==> config.mk <==
export PLATFORM = sky130hd
export DESIGN_NAME = instr_sequencer
export DESIGN_NICKNAME = d
export VERILOG_FILES = /design/src/rtl/cpu_pkg.sv /design/src/rtl/prog_mem.sv /design/src/rtl/instr_sequencer.sv
export SDC_FILE = /design/constraint.sdc
export NUM_CORES = 1
export LEC_CHECK = 0
export CAP_MARGIN = 10
export CELL_PAD_IN_SITES_DETAIL_PLACEMENT = 1
export CELL_PAD_IN_SITES_GLOBAL_PLACEMENT = 1
export CORE_MARGIN = 2
export CORE_UTILIZATION = 52
export DETAILED_ROUTE_END_ITERATION = 8
export PLACE_DENSITY_LB_ADDON = 0.1
export SYNTH_ARGS = -nofsm -noshare
export SYNTH_HDL_FRONTEND = slang
export SYNTH_SLANG_ARGS = --single-unit
export TNS_END_PERCENT = 20
==> constraint.sdc <==
create_clock -name clk -period 3.3 [get_ports clk]
set_input_delay 0.495 -clock clk [delete_from_list [all_inputs] [get_ports clk]]
set_output_delay 0.495 -clock clk [all_outputs]
set_load 0.005 [all_outputs]
==> src/rtl/cpu_pkg.sv <==
// Shared definitions for the instruction sequencer and the control unit:
// sequencer state encoding and the instruction word layout.
package cpu_pkg;

    localparam int unsigned INSTR_W  = 16;

    // Instruction field positions
    localparam int unsigned DEST_LSB = 13;
    localparam int unsigned SRC_LSB  = 10;
    localparam int unsigned ALU_LSB  = 3;
    localparam int unsigned MODE_BIT = 2;
    localparam int unsigned REG_W    = 3;
    localparam int unsigned ALU_W    = 4;

    typedef enum logic [2:0] {
        StIdle  = 3'd0,
        StIssue = 3'd1,
        StWait  = 3'd2,
        StFin   = 3'd3,
        StErr   = 3'd4
    } seq_state_e;

    // Packed view of an instruction word; bits [9:7] and [1:0] are reserved.
    typedef struct packed {
        logic [REG_W-1:0] dest;
        logic [REG_W-1:0] src;
        logic [2:0]       rsvd_hi;
        logic [ALU_W-1:0] alu_sel;
        logic             mode;
        logic [1:0]       rsvd_lo;
    } instr_t;

    function automatic logic [REG_W-1:0] instr_dest(input logic [INSTR_W-1:0] word);
        return word[DEST_LSB +: REG_W];
    endfunction

    function automatic logic [REG_W-1:0] instr_src(input logic [INSTR_W-1:0] word);
        return word[SRC_LSB +: REG_W];
    endfunction

    function automatic logic [ALU_W-1:0] instr_alu_sel(input logic [INSTR_W-1:0] word);
        return word[ALU_LSB +: ALU_W];
    endfunction

    function automatic logic instr_mode(input logic [INSTR_W-1:0] word);
        return word[MODE_BIT];
    endfunction

endpackage

==> src/rtl/prog_mem.sv <==
// Program memory: DEPTH x WIDTH, synchronous write, asynchronous read.
// Contents are intentionally not reset.
module prog_mem #(
    parameter int unsigned DEPTH = 16,
    parameter int unsigned WIDTH = 16,
    parameter int unsigned AW    = $clog2(DEPTH)
) (
    input  logic             clk,
    input  logic             we,
    input  logic [AW-1:0]    waddr,
    input  logic [WIDTH-1:0] wdata,
    input  logic [AW-1:0]    raddr,
    output logic [WIDTH-1:0] rdata
);

    logic [WIDTH-1:0] mem [DEPTH];

    // Write port
    always_ff @(posedge clk) begin
        if (we) begin
            mem[waddr] <= wdata;
        end
    end

    assign rdata = mem[raddr];

endmodule

==> src/rtl/instr_sequencer.sv <==
// Instruction sequencer: steps through a loaded program, handing one word at
// a time to the control unit and waiting (with timeout) for its completion.
module instr_sequencer
    import cpu_pkg::*;
#(
    parameter int unsigned DEPTH   = 16,
    parameter int unsigned TIMEOUT = 8
) (
    input  logic                     clk,
    input  logic                     reset,
    input  logic                     load_en,
    input  logic [$clog2(DEPTH)-1:0] load_addr,
    input  logic [INSTR_W-1:0]       load_data,
    input  logic [$clog2(DEPTH):0]   prog_len,
    input  logic                     start,
    input  logic                     cu_done,
    output logic                     cu_run,
    output logic [INSTR_W-1:0]       instruction,
    output logic [$clog2(DEPTH)-1:0] pc,
    output logic                     busy,
    output logic                     finished,
    output logic                     error
);

    localparam int unsigned AW = $clog2(DEPTH);
    localparam int unsigned LW = AW + 1;
    localparam int unsigned CW = $clog2(TIMEOUT + 1);

    localparam logic [LW-1:0] MaxLen   = LW'(DEPTH);
    localparam logic [CW-1:0] WaitLast = CW'(TIMEOUT - 1);

    seq_state_e        state;
    seq_state_e        state_next;
    logic [AW-1:0]     pc_next;
    logic [LW-1:0]     len;
    logic [LW-1:0]     len_next;
    logic [LW-1:0]     len_clamped;
    logic [CW-1:0]     wait_cnt;
    logic              accept;
    logic              last_instr;
    logic              wait_expired;
    logic              mem_we;
    logic [INSTR_W-1:0] rd_data;

    // Start and program loads are only honoured while parked (idle or error).
    assign accept       = start && ((state == StIdle) || (state == StErr));
    assign mem_we       = load_en && ((state == StIdle) || (state == StErr));
    assign len_clamped  = (prog_len > MaxLen) ? MaxLen : prog_len;
    assign last_instr   = ({1'b0, pc} == (len - LW'(1)));
    assign wait_expired = (wait_cnt == WaitLast);

    // Read address follows next pc so the word is registered on entry to issue.
    prog_mem #(
        .DEPTH (DEPTH),
        .WIDTH (INSTR_W),
        .AW    (AW)
    ) u_prog_mem (
        .clk   (clk),
        .we    (mem_we),
        .waddr (load_addr),
        .wdata (load_data),
        .raddr (pc_next),
        .rdata (rd_data)
    );

    // Next-state, next-pc and length latch selection
    always_comb begin
        state_next = state;
        pc_next    = pc;
        len_next   = len;
        case (state)
            StIdle, StErr: begin
                if (accept) begin
                    pc_next    = '0;
                    len_next   = len_clamped;
                    state_next = (len_clamped == '0) ? StFin : StIssue;
                end
            end
            StIssue: begin
                state_next = StWait;
            end
            StWait: begin
                // Completion takes priority over an expiring timeout.
                if (cu_done) begin
                    if (last_instr) begin
                        state_next = StFin;
                    end else begin
                        pc_next    = pc + AW'(1);
                        state_next = StIssue;
                    end
                end else if (wait_expired) begin
                    state_next = StErr;
                end
            end
            StFin: begin
                state_next = StIdle;
            end
            default: begin
                state_next = StIdle;
            end
        endcase
    end

    // State register and registered outputs, all derived from the next state
    always_ff @(posedge clk or posedge reset) begin
        if (reset) begin
            state       <= StIdle;
            pc          <= '0;
            len         <= '0;
            wait_cnt    <= '0;
            instruction <= '0;
            cu_run      <= 1'b0;
            busy        <= 1'b0;
            finished    <= 1'b0;
            error       <= 1'b0;
        end else begin
            state    <= state_next;
            pc       <= pc_next;
            len      <= len_next;
            cu_run   <= (state_next == StIssue);
            busy     <= (state_next == StIssue) || (state_next == StWait);
            finished <= (state_next == StFin);
            if (state_next == StIssue) begin
                instruction <= rd_data;
            end
            // Counts cycles already spent in wait; restarts on every new wait.
            if ((state == StWait) && (state_next == StWait)) begin
                wait_cnt <= wait_cnt + CW'(1);
            end else begin
                wait_cnt <= '0;
            end
            if (accept) begin
                error <= 1'b0;
            end else if ((state == StWait) && (state_next == StErr)) begin
                error <= 1'b1;
            end
        end
    end

endmodule
==> results <==
## registers in the layout, indices dropped and copies added (netlist names)
| signal | flops |
|---|---|
| pc | 4 |
| wait_cnt | 4 |
| finished | 1 |
| u_prog_mem.mem | 256 |
| instruction | 16 |
| error | 1 |
| state | 3 |
| busy | 1 |
| len | 5 |
| cu_run | 1 |
## power by group
part | internal [mW] | switching (mW) | total [mW]
sequential | 4.26 | 0.213 | 4.47
clock | 2.10 | 1.35 | 3.45
combinational | 1.58 | 1.69 | 3.27
total | 7.94 | 3.26 | 11.2
## area by class of cell
| cell class | count | area [sq um] |
|---|---|---|
| timing repair buffer | 119 | 1190 |
| sequential | 292 | 8590 |
| fill | 1972 | 8220 |
| multi-input combinational | 361 | 3220 |
| clock buffer | 43 | 851 |
| tap | 285 | 357 |
| clock inverter | 13 | 171 |
| antenna | 1 | 2.50 |
| inverter | 9 | 33.8 |
## cells in the final DEF, fill, tap and decap left out, types with 3 or more instances in the layout
master           count
a21oi_1              4
xor2_1               4
bufinv_16            4
and2_1               3
clkbuf_8             3
clkbuf_1             9
nand2b_1             7
buf_12              11
edfxtp_1           256
clkdlybuf4s50_1     53
nor2_2              12
nor2_1              25
nor3_2               5
clkinv_2             7
o21ai_0              6
clkbuf_16           32
a211oi_2            20
inv_1                9
dfrtp_1             36
nand2_1             14
o22ai_1             16
mux2i_1            191
buf_4               52
a211oi_1            12
ha_1                 3
## worst min-delay path, delay by kind of cell
family                 cells  cell delay (ns)
buffers and inverters      3             0.76
## worst max-delay path by stage
stage / from / endpoint / slack, ns / cells past startpoint
final: len[1] / instruction[6] / 0.08 / 13
after global routing: len[1] / instruction[2] / -0.02 / 12
after CTS: len[1] / instruction[9] / 0.03 / 13
after floorplan: len[0] / instruction[0] / 0.55 / 12
after global placement: len[1] / instruction[0] / 0.11 / 10
after detailed placement: len[1] / instruction[3] / 0.009 / 10
## through the flow
| stage | TNS, ns | power [mW] | std cells | hold WS, ns |
|---|---|---|---|---|
| after floorplan | 0 | 6.50 | 693 | 0.433 |
| after global placement | 0 | 7.55 | 1054 | 0.443 |
| after detailed placement | 0 | 7.65 | 1054 | 0.488 |
| after CTS | 0 | 11.2 | 1112 | 0.325 |
| after global routing | -0.0803 | 11.6 | 1122 | 0.356 |
| final | 0 | 11.2 | 1123 | 0.329 |
## cells by family after synthesis
logic type                 after synthesis  share of synthesized area, %
AOI/OAI and AO/OA                       72                          5.38
xor gates and xnor gates                 7                         0.637
and+or+nand+nor                         84                          3.46
muxes                                  195                          16.4
adders and majority gates                3                         0.313
DFF                                    292                          71.7
buffers and inverters                   40                          2.15
## routing by layer
layer,vias to the layer above,wire [um]
met5,-,0
met4,0,739
met3,51,1300
met2,181,14500
met1,3476,13200
li1,2942,-
## repair_timing
| action | in CTS | in global routing |
|---|---|---|
| gates cloned | 0 | 1 |
| pin swaps | 1 | 1 |
| setup buffers | 2 | 9 |
| setup endpoints to repair | 3 | 11 |
| resized for setup | 0 | 5 |
==> results.json <==
{
  "critPathTopFamily": "compound AO/OA/AOI/OAI gates",
  "synth_top_area_share_pct": 64.1,
  "worst_r2r_endpoint": "instruction[6]",
  "post_drt_wl_per_cell_um": 26.5,
  "initial_utilization_pct": 52.9,
  "grt_pass1_wl_um": 43600,
  "synth.distinct_cells": 49,
  "post_drt_via_cell_ratio": 5.92,
  "nNetsFinal": 846,
  "die-area_sq_mm": 0.0243,
  "startpoint_type": "register",
  "worst_path_largest_cell_delay_ns": 0.40,
  "hold_viol": 0,
  "syn_area_per_cell_sq_um": 17.3,
  "area_growth_pct": 20.3,
  "grt_max_degree": 37,
  "detail-route-antenna-nets": 0,
  "use_met3_pct": 3.53,
  "max_slew_margin_pct": 61.1,
  "end_kind": "register",
  "grt_pass1_vias": 7135,
  "clock_latency_ns": 0.54,
  "drive_gt1_share_pct": 19.5,
  "r2r_setup_slack_ns": 0.08,
  "gp_congestion": 0.782,
  "boundaryPins": 54,
  "yosysTopAreaCell": "edfxtp_1",
  "cts_tree": "built",
  "hpwlAfterDp_um": 17900,
  "seq_area_frac_synth_pct": 71.7,
  "finalInstanceArea_sq_mm": 0.0144,
  "cp.arrival_ns": 3.63,
  "cpMaxStageDelayCell": "or3b_1",
  "required_ns": 3.71,
  "status": "complete, no violations",
  "root_buffer": "clkbuf_16",
  "dieWidth_um": 156,
  "num_rows": 55,
  "period_minus_slack_ns": 3.22,
  "path_max_fanout": 18,
  "drt_iter0_markers": 482,
  "cts_buffer_depth": 3,
  "path_class": "reg2reg",
  "ir_worst_vdd_v": 0.000525,
  "cts.sinks": 292,
  "ff2ff_path_depth": 13,
  "post-route-util_pct": 63.7,
  "worst_clock_skew_ns": 0.0110,
  "fmax_mhz": 311,
  "synth_edf_count": 256,
  "p_leak_nw": 5.69,
  "drt-pass1-iter-count": 5,
  "crit_chain": "inv_1, ha_1, or3b_1, o211a_1, a311oi_1, buf_4, mux2i_4, buf_12, clkbuf_16, mux2i_1, mux2i_1, a211oi_2, a211oi_2",
  "ys.flop_type": "edfxtp_1",
  "ctsHoldBuffers": 0,
  "tightest_slew_ns": 0.582,
  "core_sq_mm": 0.0226,
  "drt_wl_total_um": 29700,
  "synth_common_cells": "edfxtp_1 (256), mux2i_1 (193), nor2_1 (37), dfrtp_1 (36), a211oi_2 (20)",
  "setup_viol": 0,
  "preCtsSetupSlack_ns": 0.00864,
  "report.final.slew_viol_count": 0,
  "cts_buffers": 30,
  "drc": 0,
  "async_flop_share_pct": 12.3,
  "syn-instance-count": 693,
  "postPlaceCellArea_sq_mm": 0.0132,
  "die_h_um": 156,
  "synth_area_leaders": "edfxtp_1 (64%), mux2i_1 (16%), dfrtp_1 (7.5%)",
  "power.density_mw_per_mm2": 777,
  "top_usage_layer": "met2",
  "cp.buffers_inverters": 4,
  "antenna_found_initial": 1,
  "synth-seq-cells": 292,
  "post-route-period-util_pct": 97.5,
  "r2r-start": "len[1]",
  "hold_class": "in2async",
  "use_met2_pct": 41.3,
  "grt_util_all_layers_pct": 24.5,
  "htreeDepth": 1,
  "maxCapViolCount": 0,
  "synthesis.nets": 726,
  "grtUsageMet1_pct": 33.5,
  "fin_ws_ns": 0.0825,
  "clk_pin_slew_worst_paths_ns": 0.06,
  "netlist_area_sq_mm": 0.0120,
  "vias": 6650,
  "yosysWarnings": 0,
  "numPortBuffers": 53,
  "synthMostInstantiatedCell": "edfxtp_1",
  "grt-ovfl-total": 0
}
(Power assumes the default switching activity.)
